<file path="config.mk">
export PLATFORM = sky130hd
export DESIGN_NAME = mux_2_to_1_arbiter
export DESIGN_NICKNAME = d
export VERILOG_FILES = /design/src/rtl/mux_2_to_1_arbiter.sv
export SDC_FILE = /design/constraint.sdc
export NUM_CORES = 1
export LEC_CHECK = 0
export ABC_AREA = 0
export CORE_MARGIN = 3
export CORE_UTILIZATION = 35
export CTS_CLUSTER_SIZE = 14
export DETAILED_ROUTE_END_ITERATION = 10
export PLACE_DENSITY = 0.66
export SLEW_MARGIN = 20
export SYNTH_ARGS = -nofsm -noshare
export SYNTH_HDL_FRONTEND = slang
export SYNTH_SLANG_ARGS = --single-unit
</file>
<file path="constraint.sdc">
create_clock -name CLK -period 4.9 [get_ports CLK]
set_input_delay 0.735 -clock CLK [delete_from_list [all_inputs] [get_ports CLK]]
set_output_delay 0.735 -clock CLK [all_outputs]
set_load 0.02 [all_outputs]
</file>
<file path="src/rtl/mux_2_to_1_arbiter.sv">
// Round-robin arbiter sharing one 2:1 mux between two requesters, with a bounded
// burst length per grant and a single-entry valid/ready output slot.
module mux_2_to_1_arbiter #(
   parameter int WIDTH     = 8,
   parameter int MAX_BURST = 4
) (
   input  logic             CLK,
   input  logic             RST,
   input  logic             REQ0,
   input  logic [WIDTH-1:0] D0,
   output logic             ACK0,
   input  logic             REQ1,
   input  logic [WIDTH-1:0] D1,
   output logic             ACK1,
   output logic             S,
   output logic [WIDTH-1:0] Y,
   output logic             YV,
   input  logic             YR,
   output logic             BUSY
);

   typedef enum logic [1:0] {IDLE, G0, G1} state_t;

   localparam logic [3:0] BURST_LIM = 4'(MAX_BURST);

   state_t           state_q;
   logic             last_q;
   logic [3:0]       cnt_q;
   logic             sel_q;
   logic [WIDTH-1:0] slot_data_p1;
   logic             slot_vld_p1;

   logic             granted;
   logic             free;
   logic             req_own;
   logic             req_oth;
   logic             xfer;
   logic [3:0]       cnt_post;
   logic [WIDTH-1:0] mux_data;

   assign granted  = (state_q == G1);
   assign free     = !slot_vld_p1 || YR;
   // ACK is suppressed during reset so a cancelled grant never hands over a word.
   assign ACK0     = !RST && (state_q == G0) && REQ0 && free;
   assign ACK1     = !RST && (state_q == G1) && REQ1 && free;
   assign xfer     = ACK0 || ACK1;
   assign req_own  = granted ? REQ1 : REQ0;
   assign req_oth  = granted ? REQ0 : REQ1;
   assign cnt_post = xfer ? cnt_q + 4'd1 : cnt_q;
   assign mux_data = sel_q ? D1 : D0;

   always_ff @(posedge CLK) begin
      if (RST) begin
         state_q <= IDLE;
         last_q  <= 1'b1;
         cnt_q   <= 4'd0;
         sel_q   <= 1'b0;
      end else begin
         case (state_q)
            IDLE: begin
               if (REQ0 && (!REQ1 || last_q)) begin
                  state_q <= G0;
                  sel_q   <= 1'b0;
                  last_q  <= 1'b0;
                  cnt_q   <= 4'd0;
               end else if (REQ1) begin
                  state_q <= G1;
                  sel_q   <= 1'b1;
                  last_q  <= 1'b1;
                  cnt_q   <= 4'd0;
               end
            end
            G0, G1: begin
               if (!req_own || (cnt_post == BURST_LIM)) begin
                  if (req_oth) begin
                     state_q <= granted ? G0 : G1;
                     sel_q   <= !granted;
                     last_q  <= !granted;
                  end else if (!req_own) begin
                     state_q <= IDLE;
                  end
                  cnt_q <= 4'd0;
               end else begin
                  cnt_q <= cnt_post;
               end
            end
            default: begin
               state_q <= IDLE;
               cnt_q   <= 4'd0;
            end
         endcase
      end
   end

   // Output slot stage: a same-cycle drain and refill keeps the slot full.
   always_ff @(posedge CLK) begin
      if (RST) begin
         slot_data_p1 <= '0;
         slot_vld_p1  <= 1'b0;
      end else if (xfer) begin
         slot_data_p1 <= mux_data;
         slot_vld_p1  <= 1'b1;
      end else if (slot_vld_p1 && YR) begin
         slot_vld_p1  <= 1'b0;
      end
   end

   assign S    = sel_q;
   assign Y    = slot_data_p1;
   assign YV   = slot_vld_p1;
   assign BUSY = (state_q != IDLE);

endmodule

</file>
Word-level counts from Yosys, hierarchy flattened

Index checks and enable logic that the tools add are counted.

Register bits after elaboration: 17
Latch bits: 0
RAM bits: 0
Memory bits (read-only): 0
Bits of input ports: 21
Output and inout bits: 13
Logic and storage cells: 60
Memories: 0

Add/subtract/negate cells: 1
Multipliers: 0
Divide/modulo/power cells: 0
Magnitude comparators: 0
Eq/ne operators: 7
Shift operators: 0
Mux-type cells: 22
Bitwise operators: 0
Reduce and logical (&&, ||, !) cells: 24

Operators by type and width:

| operator                                                         | count |
|---|---|
| 4-bit 2-to-1 mux                                                 | 4 |
| 2-bit 2-to-1 mux                                                 | 6 |
| 1-bit logical AND                                                | 8 |
| 1-bit 2-to-1 mux                                                 | 8 |
| 8-bit 2-to-1 mux                                                 | 1 |
| 4-bit one-hot mux with 2 select lines                            | 1 |
| 3-bit != test (second input constant)                            | 2 |
| 2-bit nonzero test                                               | 3 |
| 1-bit zero test                                                  | 5 |
| 4-bit by 1-bit adder with 4-bit output (second input constant)   | 1 |
| 4-bit by 3-bit == test with 1-bit output (second input constant) | 1 |
| 1-bit logical OR                                                 | 4 |
| 2-bit != test (second input constant)                            | 2 |
| 2-bit one-hot mux with 2 select lines                            | 1 |
| 4-bit AND reduction                                              | 1 |
| 3-bit AND reduction                                              | 1 |
| 2-bit by 1-bit == test with 1-bit output (second input constant) | 1 |
| 2-bit == test (second input constant)                            | 1 |
| 2-bit zero test                                                  | 1 |
| 1-bit one-hot mux with 2 select lines                            | 1 |
| 2-bit OR reduction                                               | 1 |

Logic depth before layout (Yosys ltp)

Depth in word-level cells: 10
Depth in mapped cells: 7
Depth with buffers taken out: 7

Worst setup path before layout

No wires, ideal clock.

Path type: input port to flip-flop
From: input REQ0
To: register sel_q, in the netlist S
Setup time: 67 ps
Data arrival time: 2160 ps
Data required time: 4833 ps
Path slack: 2673 ps
Cell stages on the path: 6
Buffers on the path: 1
Cell sequence: buf_6 -> a22o_1 -> a311o_1 -> o311a_4 -> or4_4 -> a21oi_2

Word-level cells in the longest chain between the ends: 8
Elaborated cells on any way between the ends: 16
Classes of those cells: eq/ne (4); mux (5); reduce/logical (7)

RTL lines:

| item                                     | line | source |
|---|---|---|
| start: declaration                       | 9    | `input logic REQ0,` |
| 1-bit logical AND (2 in a row)           | 44   | `assign ACK0 = !RST && (state_q == G0) && REQ0 && free;` |
| 1-bit logical OR                         | 46   | `assign xfer = ACK0 \|\| ACK1;` |
| 4-bit 2-to-1 mux                         | 49   | `assign cnt_post = xfer ? cnt_q + 4'd1 : cnt_q;` |
| 4-bit by 3-bit == test with 1-bit output | 74   | `if (!req_own \|\| (cnt_post == BURST_LIM)) begin` |
| 1-bit logical OR                         | 74   |  |
| 2-bit != test (no line)                  | -    |  |
| 4-bit AND reduction (no line)            | -    |  |
| end signal: assignment                   | 77   | `sel_q <= !granted;` |
| end: declaration                         | 29   | `logic sel_q;` |

Several ways; a longest one is shown, not always the timed one.
A chain may end at the register's enable or synchronous reset.

Worst setup path in the final report

From: input RST
To: output ACK1

Word-level cells in the longest chain between the ends: 4

RTL lines:

| item                           | line | source |
|---|---|---|
| start: declaration             | 8    | `input logic RST,` |
| 1-bit zero test                | 45   | `assign ACK1 = !RST && (state_q == G1) && REQ1 && free;` |
| 1-bit logical AND (3 in a row) | 45   |  |
| end: declaration               | 14   | `output logic ACK1,` |

No other way between the ends.

==> results.json <==
{
  "status": "complete, no violations",
  "slowest_delay_ps": 820,
  "r2r-start": "state_q[0]",
  "clockBufferDepth": 2,
  "highest_layer": "met4",
  "crit_path_top_delay_cell": "clkdlybuf4s50_1",
  "preCtsSetupSlack_ps": 1630,
  "r2r_end": "last_q",
  "wl_per_cell_um": 13.6,
  "path_cells": "clkdlybuf4s50_1, nor3_1, clkdlybuf4s50_1",
  "drc": 0,
  "postCtsSetupRepairBufs": 0,
  "coreArea_sq_um": 2880,
  "path_class": "in2out",
  "yosys.cell_types.count": 44,
  "portBuffers": 33,
  "synth_edf_count": 0,
  "critPathLaunchType": "primary input",
  "syn_to_final_growth_pct": 33.5,
  "tightest_slew_ps": 1010,
  "vias": 1060,
  "rows": 19,
  "grt-ovfl-total": 0,
  "first_pass_iters": 4,
  "multiInputGateArea_sq_um": 712,
  "setup_slack_ps": 1600,
  "die_w_um": 62.3,
  "cp_num_buf_inv": 2,
  "reg2regPathDepth": 7,
  "synth_seq_area_share_pct": 30.7,
  "synth_area_sq_um": 1110,
  "drt_iter0_drc": 37,
  "drive_gt1_share_pct": 7.59,
  "fin_crit_ps": 3300,
  "num-nets-final": 185,
  "wl_met1_um": 1270,
  "insertion_delay_ps": 290,
  "min_period_over_period_pct": 67.4,
  "antenna_cells": 0,
  "die-area_sq_um": 3880,
  "cts_hold_buf": 0,
  "cts-resized-gates": 0,
  "seq_area_sq_um": 340,
  "ys_ff_latch": 17,
  "synth_top_area_share_pct": 30.7,
  "maxCapViolCount": 0,
  "slew_violations": 0,
  "ios": 34,
  "synth_fp_nets": 153,
  "min_path_type": "reg2reg",
  "async_flop_share_pct": 0,
  "setup_viol": 0,
  "met3WireLength_um": 144,
  "die_h_um": 62.3,
  "slew_headroom_pct": 32.0,
  "critPathCaptureType": "output pin",
  "ir_drop_mv": 0.221,
  "clock_sinks": 17,
  "finalHoldViolCount": 0,
  "grt_start_max_net_pins": 22,
  "rsz0062_at_grt": "no",
  "worstPathArrival_ps": 2570,
  "clock_skew_ps": 0.698,
  "worst-path-max-fanout": 21,
  "synthFlopType": "dfxtp_1",
  "syn_inst": 127,
  "initial_core_util_pct": 38.5,
  "antenna_found_initial": 0,
  "r2r_setup_slack_ps": 2350,
  "drt_wl_total_um": 2720,
  "hold_path_end": "Y[3]",
  "dpl.hpwl_um": 2160,
  "vias_per_cell": 5.30,
  "gp_congestion": 0.864,
  "clock.fmax_mhz": 303,
  "cp_top_family": "buffers and inverters",
  "grt_pass1_wl_um": 4630,
  "syn_avg_cell_area_sq_um": 8.73,
  "fin_setup_tns_ps": 0,
  "grt_pass1_vias": 1024,
  "min_path_cells": 2,
  "grt_usage_pct": 14.4,
  "yosys-top-cells-area": "dfxtp_1, mux2i_1, ha_1",
  "yosysTopAreaCell": "dfxtp_1",
  "hold_start": "Y[3]",
  "yosys_warnings": 0,
  "cts_made_buffers": 3,
  "cts_tree": "built",
  "htree_levels": 1,
  "critical_path_required_ps": 4160,
  "ant_nets": 0,
  "fillers": 290,
  "power_density_nw_per_um2": 411,
  "route.met2.wl_um": 1300,
  "cp_common_cell": "clkdlybuf4s50_1",
  "cts.clk_slew.worst_paths_ps": 100,
  "ctsRootBufferMaster": "clkbuf_4",
  "cellLeakagePower_uw": 0.000523
}
-- layout make-up --
cell class | count | share of cell area (%)
Inverter | 5 | 1.27
Multi-Input combinational cell | 99 | 48.1
Sequential cell | 17 | 23.0
Clock buffer | 4 | 1.78
Tap cell | 42 | 3.55
Timing Repair Buffer | 33 | 22.3
-- registers in the layout (all words and copies together), names as in the netlist --
register  cells
state_q       2
S             1
YV            1
Y             8
cnt_q         4
last_q        1
-- worst max path at each step --
stage          from        to  cells after the start
6_report        RST      ACK1                      3
2_1_floorplan  REQ0         S                      6
3_5_place_dp    RST  cnt_q[3]                      5
3_3_place_gp    RST      ACK1                      3
5_1_grt         RST      ACK0                      3
4_1_cts         RST      ACK0                      3
-- worst min-delay path, stage by stage (launching register included) --
cell and delay (ps):
dfxtp_1 320, nor2_1 90, a211oi_1 50
-- cells by family (layout without fill, tap and decap cells) --
| kind of cell | count (synthesis) | after routing | synth area share, % |
|---|---|---|---|
| flip-flops | 17 | 17 | 30.7 |
| adder cells (fa/ha/maj) | 5 | 5 | 5.64 |
| AO/OA/AOI/OAI | 30 | 30 | 22.3 |
| XOR/XNOR | 1 | 1 | 0.790 |
| buffers and inverters | 11 | 42 | 5.08 |
| AND/OR/NAND/NOR | 51 | 51 | 24.5 |
| multiplexers | 12 | 12 | 10.9 |
-- metrics by stage --
step                cells  hold slack (ps)  instance area, sq um  total power (uW)  utilization (%)
floorplan             127              471                  1110               429                -
global placement      196              485                  1450               527             50.5
detailed placement    196              492                  1450               534             50.5
CTS                   200              506                  1480               611             51.5
global route          200              523                  1480               656             51.5
finish                200              499                  1480               609             51.5
-- synth_stat cells, types with 2 or more instances --
| master | instances |
|---|---|
| nor4_1 | 2 |
| nor2_1 | 13 |
| nor3_1 | 3 |
| inv_1 | 5 |
| nor2b_1 | 5 |
| nand3b_1 | 2 |
| nand2b_1 | 4 |
| a21oi_1 | 3 |
| ha_1 | 5 |
| nand3_1 | 2 |
| o31ai_1 | 2 |
| clkbuf_1 | 2 |
| dfxtp_1 | 17 |
| buf_1 | 2 |
| and2_1 | 2 |
| mux2i_1 | 11 |
| buf_6 | 2 |
| nand2_1 | 12 |
| a211oi_1 | 8 |
-- power breakdown --
part / switching [uW] / internal, uW / leakage (uW)
combinational: 168 / 164 / 0.000369
clock: 45.1 / 31.7 / 0.0000150
sequential: 34.3 / 166 / 0.000138
-- metal layers --
| layer | vias up | global-route usage (%) |
|---|---|---|
| li1 | 528 | - |
| met1 | 489 | 19.1 |
| met2 | 41 | 22.8 |
| met3 | 2 | 3.96 |
| met4 | 0 | 3.86 |
| met5 | - | 0 |
-- layout by cell type (no fill, tap or decap), drive strengths merged --
cell type / count
o31ai: 2
clkdlybuf4s50: 33
inv: 5
o31a: 1
a211oi: 8
mux2: 1
a311oi: 1
or2b: 1
nand3: 2
nor2b: 5
o21bai: 1
nor2: 13
nand3b: 2
and3: 1
a22oi: 2
o21ai: 1
nor3: 4
a21oi: 4
mux2i: 11
or4: 1
dfxtp: 17
o311a: 2
nor4b: 1
o211ai: 1
a311o: 1
o32a: 1
and2: 2
o22ai: 1
or2: 1
nand2: 12
ha: 5
nor4: 2
o221ai: 1
clkbuf: 4
a22o: 1
a21boi: 1
xor2: 1
nand2b: 4
a21o: 1
(Power assumes the default switching activity.)
